[src/rtl/mux_nw_rr_if.sv]
// Handshake bundle between per-channel sources, the N:1 registered mux and its consumer.
// The master side drives the channel inputs and ready; the slave side is the mux itself.
interface mux_nw_rr_if #(
    parameter int unsigned WIDTH = 8,
    parameter int unsigned N     = 4
);
    localparam int unsigned SELW = $clog2(N);

    logic                 mode;
    logic [SELW-1:0]      s;
    logic [N*WIDTH-1:0]   d;
    logic [N-1:0]         v;
    logic [WIDTH-1:0]     y;
    logic                 y_valid;
    logic [SELW-1:0]      y_sel;
    logic                 y_ready;

    modport master (
        output mode, s, d, v, y_ready,
        input  y, y_valid, y_sel
    );

    modport slave (
        input  mode, s, d, v, y_ready,
        output y, y_valid, y_sel
    );
endinterface

[src/rtl/mux_nw_rr.sv]
// N-channel registered multiplexer: manual select (mode 0) or round-robin over valid
// channels (mode 1), with a one-deep output register held under backpressure.
module mux_nw_rr #(
    parameter int unsigned WIDTH = 8,
    parameter int unsigned N     = 4
) (
    input  logic       clk,
    input  logic       rst,
    mux_nw_rr_if.slave bus
);
    localparam int unsigned SELW = $clog2(N);
    localparam int unsigned CNTW = SELW + 1;
    localparam int unsigned NP   = 1 << SELW;
    localparam logic [SELW-1:0] PTR_RST = SELW'(N - 1);

    logic [WIDTH-1:0] y_q,       y_d;
    logic             y_valid_q, y_valid_d;
    logic [SELW-1:0]  y_sel_q,   y_sel_d;
    logic [SELW-1:0]  ptr_q,     ptr_d;

    logic             load_c;
    logic             man_ok_c;
    logic             man_v_c;
    logic [WIDTH-1:0] man_d_c;
    logic             rr_hit_c;
    logic [SELW-1:0]  rr_idx_c;
    logic [WIDTH-1:0] rr_d_c;
    logic [CNTW-1:0]  cand_c;
    logic [NP-1:0]    v_pad_c;

    // Valid vector padded to a power of two so any SELW-bit index is in range.
    assign v_pad_c = NP'(bus.v);

    // Round-robin search starting just after the last grant; the last grant is tried last.
    always_comb begin
        rr_hit_c = 1'b0;
        rr_idx_c = '0;
        cand_c   = '0;
        for (int unsigned i = 1; i <= N; i++) begin
            cand_c = CNTW'(ptr_q) + CNTW'(i);
            if (cand_c >= CNTW'(N)) begin
                cand_c = cand_c - CNTW'(N);
            end
            if (!rr_hit_c && v_pad_c[cand_c[SELW-1:0]]) begin
                rr_hit_c = 1'b1;
                rr_idx_c = cand_c[SELW-1:0];
            end
        end
    end

    // Channel decode for the manual select and for the round-robin winner.
    always_comb begin
        man_ok_c = 1'b0;
        man_v_c  = 1'b0;
        man_d_c  = '0;
        rr_d_c   = '0;
        for (int unsigned k = 0; k < N; k++) begin
            if (bus.s == SELW'(k)) begin
                man_ok_c = 1'b1;
                man_v_c  = bus.v[k];
                man_d_c  = bus.d[k*WIDTH +: WIDTH];
            end
            if (rr_idx_c == SELW'(k)) begin
                rr_d_c = bus.d[k*WIDTH +: WIDTH];
            end
        end
    end

    // Next-state: load when the output slot is empty or being consumed, else hold.
    always_comb begin
        y_d       = y_q;
        y_valid_d = y_valid_q;
        y_sel_d   = y_sel_q;
        ptr_d     = ptr_q;
        load_c    = !y_valid_q || bus.y_ready;
        if (load_c) begin
            if (!bus.mode) begin
                if (man_ok_c) begin
                    y_d       = man_d_c;
                    y_valid_d = man_v_c;
                    y_sel_d   = bus.s;
                end else begin
                    y_valid_d = 1'b0;
                end
            end else if (rr_hit_c) begin
                y_d       = rr_d_c;
                y_valid_d = 1'b1;
                y_sel_d   = rr_idx_c;
                ptr_d     = rr_idx_c;
            end else begin
                y_valid_d = 1'b0;
            end
        end
    end

    always_ff @(posedge clk or posedge rst) begin
        if (rst) begin
            y_q       <= '0;
            y_valid_q <= 1'b0;
            y_sel_q   <= '0;
            ptr_q     <= PTR_RST;
        end else begin
            y_q       <= y_d;
            y_valid_q <= y_valid_d;
            y_sel_q   <= y_sel_d;
            ptr_q     <= ptr_d;
        end
    end

    assign bus.y       = y_q;
    assign bus.y_valid = y_valid_q;
    assign bus.y_sel   = y_sel_q;

endmodule

[src/flat_wrapper.sv]
// flat-port wrapper written by rule: the top's interface ports become plain ports
module mux_nw_rr_flat 
#(
    parameter int unsigned WIDTH = 8,
    parameter int unsigned N     = 4
)
  (clk, rst, bus_mode, bus_s, bus_d, bus_v, bus_y_ready, bus_y, bus_y_valid, bus_y_sel);
  mux_nw_rr_if #(.WIDTH(WIDTH), .N(N)) bus_i ();
  input  logic clk;
  input  logic rst;
  input wire logic [$bits(bus_i.mode)-1:0] bus_mode;
  input wire logic [$bits(bus_i.s)-1:0] bus_s;
  input wire logic [$bits(bus_i.d)-1:0] bus_d;
  input wire logic [$bits(bus_i.v)-1:0] bus_v;
  input wire logic [$bits(bus_i.y_ready)-1:0] bus_y_ready;
  output wire logic [$bits(bus_i.y)-1:0] bus_y;
  output wire logic [$bits(bus_i.y_valid)-1:0] bus_y_valid;
  output wire logic [$bits(bus_i.y_sel)-1:0] bus_y_sel;
  assign bus_i.mode = bus_mode;
  assign bus_i.s = bus_s;
  assign bus_i.d = bus_d;
  assign bus_i.v = bus_v;
  assign bus_i.y_ready = bus_y_ready;
  assign bus_y = bus_i.y;
  assign bus_y_valid = bus_i.y_valid;
  assign bus_y_sel = bus_i.y_sel;
  mux_nw_rr #(.WIDTH(WIDTH), .N(N)) u_core (.clk(clk), .rst(rst), .bus(bus_i));
endmodule
[config.mk]
export PLATFORM = sky130hd
export DESIGN_NAME = mux_nw_rr_flat
export DESIGN_NICKNAME = d
export VERILOG_FILES = /design/src/rtl/mux_nw_rr_if.sv /design/src/rtl/mux_nw_rr.sv /design/src/flat_wrapper.sv
export SDC_FILE = /design/constraint.sdc
export NUM_CORES = 1
export LEC_CHECK = 0
export CORE_UTILIZATION = 43
export DETAILED_ROUTE_END_ITERATION = 6
export PLACE_DENSITY = 0.79
export SLEW_MARGIN = 10
export SYNTH_ARGS = -nofsm -noshare
export SYNTH_HDL_FRONTEND = slang
export SYNTH_SLANG_ARGS = --single-unit
[constraint.sdc]
create_clock -name clk -period 1.8 [get_ports clk]
set_input_delay 0.45 -clock clk [delete_from_list [all_inputs] [get_ports clk]]
set_output_delay 0.45 -clock clk [all_outputs]
set_load 0.01 [all_outputs]
==> key figures, run 1 <==
Floorplan
  – Die footprint: around 3200 sq um
  – IO Count: 53
  – Initial Util: around 46%
  – CORE AREA: around 2800 sq um
  – Height of the die: around 57 um
  – DIE WIDTH: roughly 57 um
  – Row cnt: 19

Status
  – Status: finished with violations
  – Failing checks: design-rule violations

Setup path
  – Arrival @ worst endpoint: about 2.0 ns
  – CP startpoint kind: input port
  – Crit-path cells: clkdlybuf4s50_1 -> buf_4 -> mux4_1 -> o21ai_0 -> nand2_1
  – FF-to-FF path depth: 5
  – Critical Path RT: about 2.0 ns
  – Crit. End Element: register
  – CP max-delay cell: mux4_1
  – Crit Path Class: in2reg
  – Max FO, Critical Path: 5
  – Critical Path Max Stage Delay: around 0.49 ns

Clocking
  – Worst-skew pair later-pin latency: approximately 0.28 ns
  – CTS HTree Levels: 1
  – CTS sink count: 13
  – CTS tree: built
  – Clock slew at reported path FFs: approximately 0.09 ns
  – CTS root buf: clkbuf_4
  – Post-CTS Hold Fix Bufs: 0
  – CTS Buffer Depth: 2
  – CTS buffer count: 3

Routing
  – Drt initial violations: ~130
  – Drt pass-1 iters: 6
  – Remaining antenna violation count after routing: 0
  – DR vias/cell: between 6 and 7
  – Via count: roughly 1500
  – DRC Markers: 10
  – WL/cell: roughly 19 um
  – Overall routed net length: roughly 4.7 mm

Yosys
  – Yosys warns: 0
  – Synthesized area per cell: between 9 and 10 sq um
  – Synthesized instance count: about 140
  – #FFs+latches synth: 13
  – Seq/Total Area, Yosys: 25.5%
  – Count of different cell masters after synthesis: 37
  – Syn Nets: 180
  – Mapped Area: 1290 sq um

STA
  – Hold Fails Final Rpt: 0
  – Rel. slew slack: between 60 and 70%
  – Fmax: about 560 MHz
  – Final period util: approximately 99%
  – Post-route clock skew: roughly 0.00052 ns
  – Final Critical Period: between 1.5 and 2 ns
  – RSZ-0062 raised after global routing: no
  – Worst-Margin Slew: around 0.58 ns
  – # setup viols final: 0
  – Max-slew violation count: 0

Finish
  – Ratio of cells with drive above 1 in the final layout: about 34%
  – Post-layout nets: 264
  – Commonest cells after routing, fill and taps aside: clkdlybuf4s50_1, buf_4, nor2_1
  – Commonest non-fill, non-tap cell in the layout: clkdlybuf4s50_1
  – # diodes: 0
  – Fill count: 201
  – P&R area growth vs syn: 70.0%
  – Final instance area: approximately 2200 sq um

Global routing
  – First-pass GRT wire length: ~7.5 mm
  – GRT Total Usage: 30.4%
  – GRT overflow: 0
  – Largest net degree at the start of global routing: 14
  – Via count of the first global-routing pass: between 1500 and 2000
  – Initial antenna violation count: 0

Placement
  – Placed Area: about 2000 sq um
  – Post-DP HPWL: 3.30 mm
  – I/O Buffers: 52
  – RD Place Congestion: 0.862

Power and ir drop
  – PD cells: between 800 and 900 nW/um^2
  – Maximum VDD drop: 0.757 mV
  – Total Power: roughly 1.8 mW
  – Leak: between 0.8 and 0.9 nW

Hold path
  – Hold Path Cell Cnt: 2
  – HP Class: reg2reg

Job
  – Max Cap Violations: 0
## sequential cells by signal, summed over array words and instances, names as in the netlist
register and count:
u_core.bus.y_sel 2, u_core.bus.y_valid 1, u_core.ptr_q 2, u_core.bus.y 8
## final cells by class
type                            instances  area (sq um)  area share, %
Sequential cell                        13           328           15.0
Timing Repair Buffer                   87           837           38.3
Tap cell                               31          38.8           1.77
Inverter                                3          11.3          0.515
Clock buffer                            4          26.3           1.20
Multi-Input combinational cell        114           946           43.2
## metrics by stage
stage          instances  utilization, %  hold WS, ns  setup slack (ns)  setup TNS, ns
6_report             252            78.0        0.505            0.0214              0
5_1_grt              252            78.0        0.553            0.0103              0
3_3_place_gp         242            72.5        0.468            -0.353          -3.88
3_5_place_dp         242            72.5        0.490            -0.451          -4.94
2_1_floorplan        138               -        0.326             0.125              0
4_1_cts              249            75.6        0.511           0.00538              0
## worst max-delay path: cells and delay by family
kind | cells | cell delay (ns)
AO/OA/AOI/OAI | 1 | 0.23
buffers and inverters | 2 | 0.67
multiplexers | 1 | 0.49
AND/OR/NAND/NOR | 1 | 0.11
## cells in the mapped netlist
library cell | instances | area (sq um)
nor2_1 | 18 | 67.6
a221oi_1 | 15 | 131
nand2_1 | 15 | 56.3
dfrtp_1 | 11 | 275
mux2_2 | 9 | 101
o21ai_1 | 9 | 45.0
mux2i_1 | 8 | 80.1
o221ai_1 | 8 | 70.1
buf_6 | 4 | 45.0
nand2b_1 | 4 | 25.0
buf_2 | 3 | 15.0
o21ai_0 | 3 | 15.0
a21oi_1 | 2 | 10.0
a21oi_2 | 2 | 17.5
dfstp_2 | 2 | 52.6
inv_1 | 2 | 7.51
nor2_2 | 2 | 12.5
o22ai_1 | 2 | 12.5
a21boi_1 | 1 | 7.51
a221oi_2 | 1 | 15.0
a311oi_4 | 1 | 26.3
a32oi_2 | 1 | 16.3
and2b_4 | 1 | 10.0
and3_1 | 1 | 6.26
buf_4 | 1 | 7.51
inv_2 | 1 | 3.75
mux2i_4 | 1 | 22.5
mux4_1 | 1 | 26.3
nand2_4 | 1 | 11.3
nand3_1 | 1 | 5.00
nor2_8 | 1 | 20.0
o211ai_1 | 1 | 7.51
o21bai_1 | 1 | 7.51
o221ai_4 | 1 | 26.3
o22ai_2 | 1 | 12.5
or2_1 | 1 | 6.26
or3b_1 | 1 | 8.76
## logic make-up after synthesis
| group | share of synthesized area, % |
|---|---|
| AO/OA/AOI/OAI | 32.7 |
| buffers and inverters | 6.13 |
| multiplexers | 17.9 |
| flip-flops | 25.5 |
| AND/OR/NAND/NOR | 17.8 |
## per-layer routing
layer  vias up  GRT usage [%]  wire, um
li1        716              -         -
met5         -              0         0
met4         0           11.8        63
met3         8           4.15       351
met1       721           36.1      1840
met2        87           54.6      2470
## final timing paths
path	startpoint	endpoint	slack, ns
min reg2reg	u_core.bus.y_sel[0]	u_core.bus.y_sel[0]	0.50
max in group asynchronous	rst	u_core.bus.y[2]	0.91
max reg2reg	u_core.ptr_q[1]	u_core.bus.y[3]	0.06
max	bus_v[0]	u_core.bus.y_valid	0.02
min	u_core.bus.y_sel[0]	u_core.bus.y_sel[0]	0.50
min in group asynchronous	rst	u_core.bus.y[4]	0.51
## power by group
part | switching (mW) | total, mW | internal (mW)
combinational | 0.500 | 1.11 | 0.605
sequential | 0.0867 | 0.466 | 0.379
clock | 0.115 | 0.201 | 0.0861
## repair_timing
action / CTS / global route
gates resized for setup: 11 / 11
buffers inserted: 3 / 3
hold endpoints to repair: 0 / 0
pin swaps: 1 / 2
endpoints found under the setup margin: 11 / 10
No activity file was read; power rests on OpenSTA's default activity.
==> run 2: changes to the inputs <==
HOLD_SLACK_MARGIN = 0.08   (was not set)
REMOVE_ABC_BUFFERS = 1   (was not set)
==> run 2 against run 1 <==
- the run still ends with design-rule violations left
- sequential share of layout area increased by 0.49 points
- worst setup slack gained 0.0084 ns
- register-to-register slack worse by 0.03 ns
- non-clock buffer count fell by 9
- critical path depth unchanged
- routed wire length is 7.7% lower
- clock-buffer cell count did not move
- sequential power down 2%
- clock power shrank 2%
- cell area is 3.1% lower
- hold slack better by 0.011 ns
==> key figures, run 2 (same netlist as run 1, synthesis figures left out) <==
STA
  – Final Critical Period: ~1.8 ns
  – Setup tns final: 0 ns
  – Fmax: approximately 560 MHz
  – Rel. slew slack: about three fifths
  – Post-route clock skew: ~0.0012 ns
  – Hold Fails Final Rpt: 0
  – Final period util: 98.3%
  – Hold_ws: between 0.5 and 0.6 ns
  – Worst-Margin Slew: between 0.5 and 0.6 ns
  – Final WS setup: between 0.02 and 0.03 ns
  – # setup viols final: 0
  – Max-slew violation count: 0

Global routing
  – First-pass GRT wire length: about 7 mm
  – Initial antenna violation count: 0
  – GRT Total Usage: between 20% and 30%
  – Largest net degree at the start of global routing: 19
  – GRT overflow: 0
  – Via count of the first global-routing pass: between 1500 and 2000

Finish
  – Ratio of cells with drive above 1 in the final layout: approximately 31%
  – Post-layout nets: about 260
  – Max reg flops: 8
  – Commonest cells after routing, fill and taps aside: clkdlybuf4s50_1, buf_4, nor2_1
  – P&R area growth vs syn: 64.7%
  – Commonest non-fill, non-tap cell in the layout: clkdlybuf4s50_1
  – # diodes: 0
  – Final core occ: ~76%

Job
  – Max Cap Violations: 0

Power and ir drop
  – Maximum VDD drop: approximately 0.48 mV
  – PD cells: 794 nW/um^2
  – Total Power: around 1.7 mW
  – Leak: ~0.86 nW

Setup path
  – Critical Path RT: 1.96 ns
  – Crit. End Element: register
  – Arrival @ worst endpoint: between 1.5 and 2 ns
  – Max FO, Critical Path: 10
  – CP startpoint kind: register
  – Crit Path Class: reg2reg

Routing
  – WL/cell: 17.9 um
  – Remaining antenna violation count after routing: 0
  – Drt pass-1 iters: 6
  – Overall routed net length: around 4.4 mm
  – DRC Markers: 4
  – Via count: 1500
  – DR vias/cell: around 6
  – Drt initial violations: just over 60

Hold path
  – HP Class: in2async

Clocking
  – Post-CTS Hold Fix Bufs: 0
  – Worst-skew pair later-pin latency: 0.28 ns
  – CTS sink count: 13
  – CTS Buffer Depth: 2
  – CTS root buf: clkbuf_4
  – CTS tree: built
  – CTS HTree Levels: 1
  – Clock slew at reported path FFs: approximately 0.090 ns
  – Post-CTS Setup Bufs: 0
  – CTS buffer count: 3

Placement
  – RD Place Congestion: roughly 0.88
  – I/O Buffers: 52
  – Setup WS pre-CTS: -0.398 ns
  – Post-DP HPWL: 3.26 mm

Status
  – Failing checks: design-rule violations
  – Status: finished with violations

Floorplan
  – IO Count: between 50 and 60
  – Height of the die: roughly 57 um
  – DIE WIDTH: ~57 um
  – CORE AREA: 2810 sq um
  – Initial Util: roughly 46%
  – Die footprint: 3210 sq um
  – Row cnt: 19
run 2: changes by cell type in the layout (fill, tap and decap cells not counted), sizes merged:
cell          previous run  this run
o221ai                   9        10
dlymetal6s2s             0         1
dlygate4sd2              3         2
buf                     35        26
run 2: layout make-up:
type	instances	area (sq um)
fill	204	687
timing repair buffer	78	761
tap	31	38.8
clock buffer	4	26.3
multi-input combinational	115	953
sequential	13	328
inverter	3	11.3
run 2: metrics by stage:
stage	instance area, sq um	cells
4_1_cts	2090	244
3_3_place_gp	2010	239
5_1_grt	2120	244
6_report	2120	244
3_5_place_dp	2010	239
2_1_floorplan	1220	130
run 2: report_power, final:
group	leakage, nW	switching, mW	total (mW)	internal (mW)
registers	0.152	0.0765	0.455	0.378
clock network	0.0150	0.110	0.196	0.0860
logic	0.697	0.478	1.03	0.553
run 2: timing repair:
item                                    CTS  global route
pin swaps                                 1             1
cloned                                    1             0
endpoints found under the setup margin    8             6
gates resized for setup                  10             7
run 2: routing by layer:
layer,up-vias,GRT usage (%),wire length (um)
li1,696,-,-
met1,727,31.2,1750
met2,73,50.9,2320
met3,4,4.15,272
met4,0,9.64,19
met5,-,0,0
run 2: critical path, cell delays in order, from the launching register on:
cell and delay, ns:
dfstp_2 0.66, nand2b_4 0.18, a21oi_4 0.08, or2_4 0.30, a221oi_2 0.34, o21ai_1 0.09
run 2: worst paths after layout:
kind / end / start / depth (start not counted) / slack, ns
max in group asynchronous: u_core.bus.y[0] / rst / 2 / 0.91
worst max register to register: u_core.bus.y[6] / u_core.ptr_q[1] / 5 / 0.03
worst min register to register: u_core.bus.y_sel[0] / u_core.bus.y_sel[0] / 2 / 0.52
min in group clk: u_core.bus.y_sel[0] / u_core.bus.y_sel[0] / 2 / 0.52
worst min-delay path: u_core.bus.y_sel[1] / rst / 2 / 0.52
worst max-delay path: u_core.bus.y[6] / u_core.ptr_q[1] / 5 / 0.03
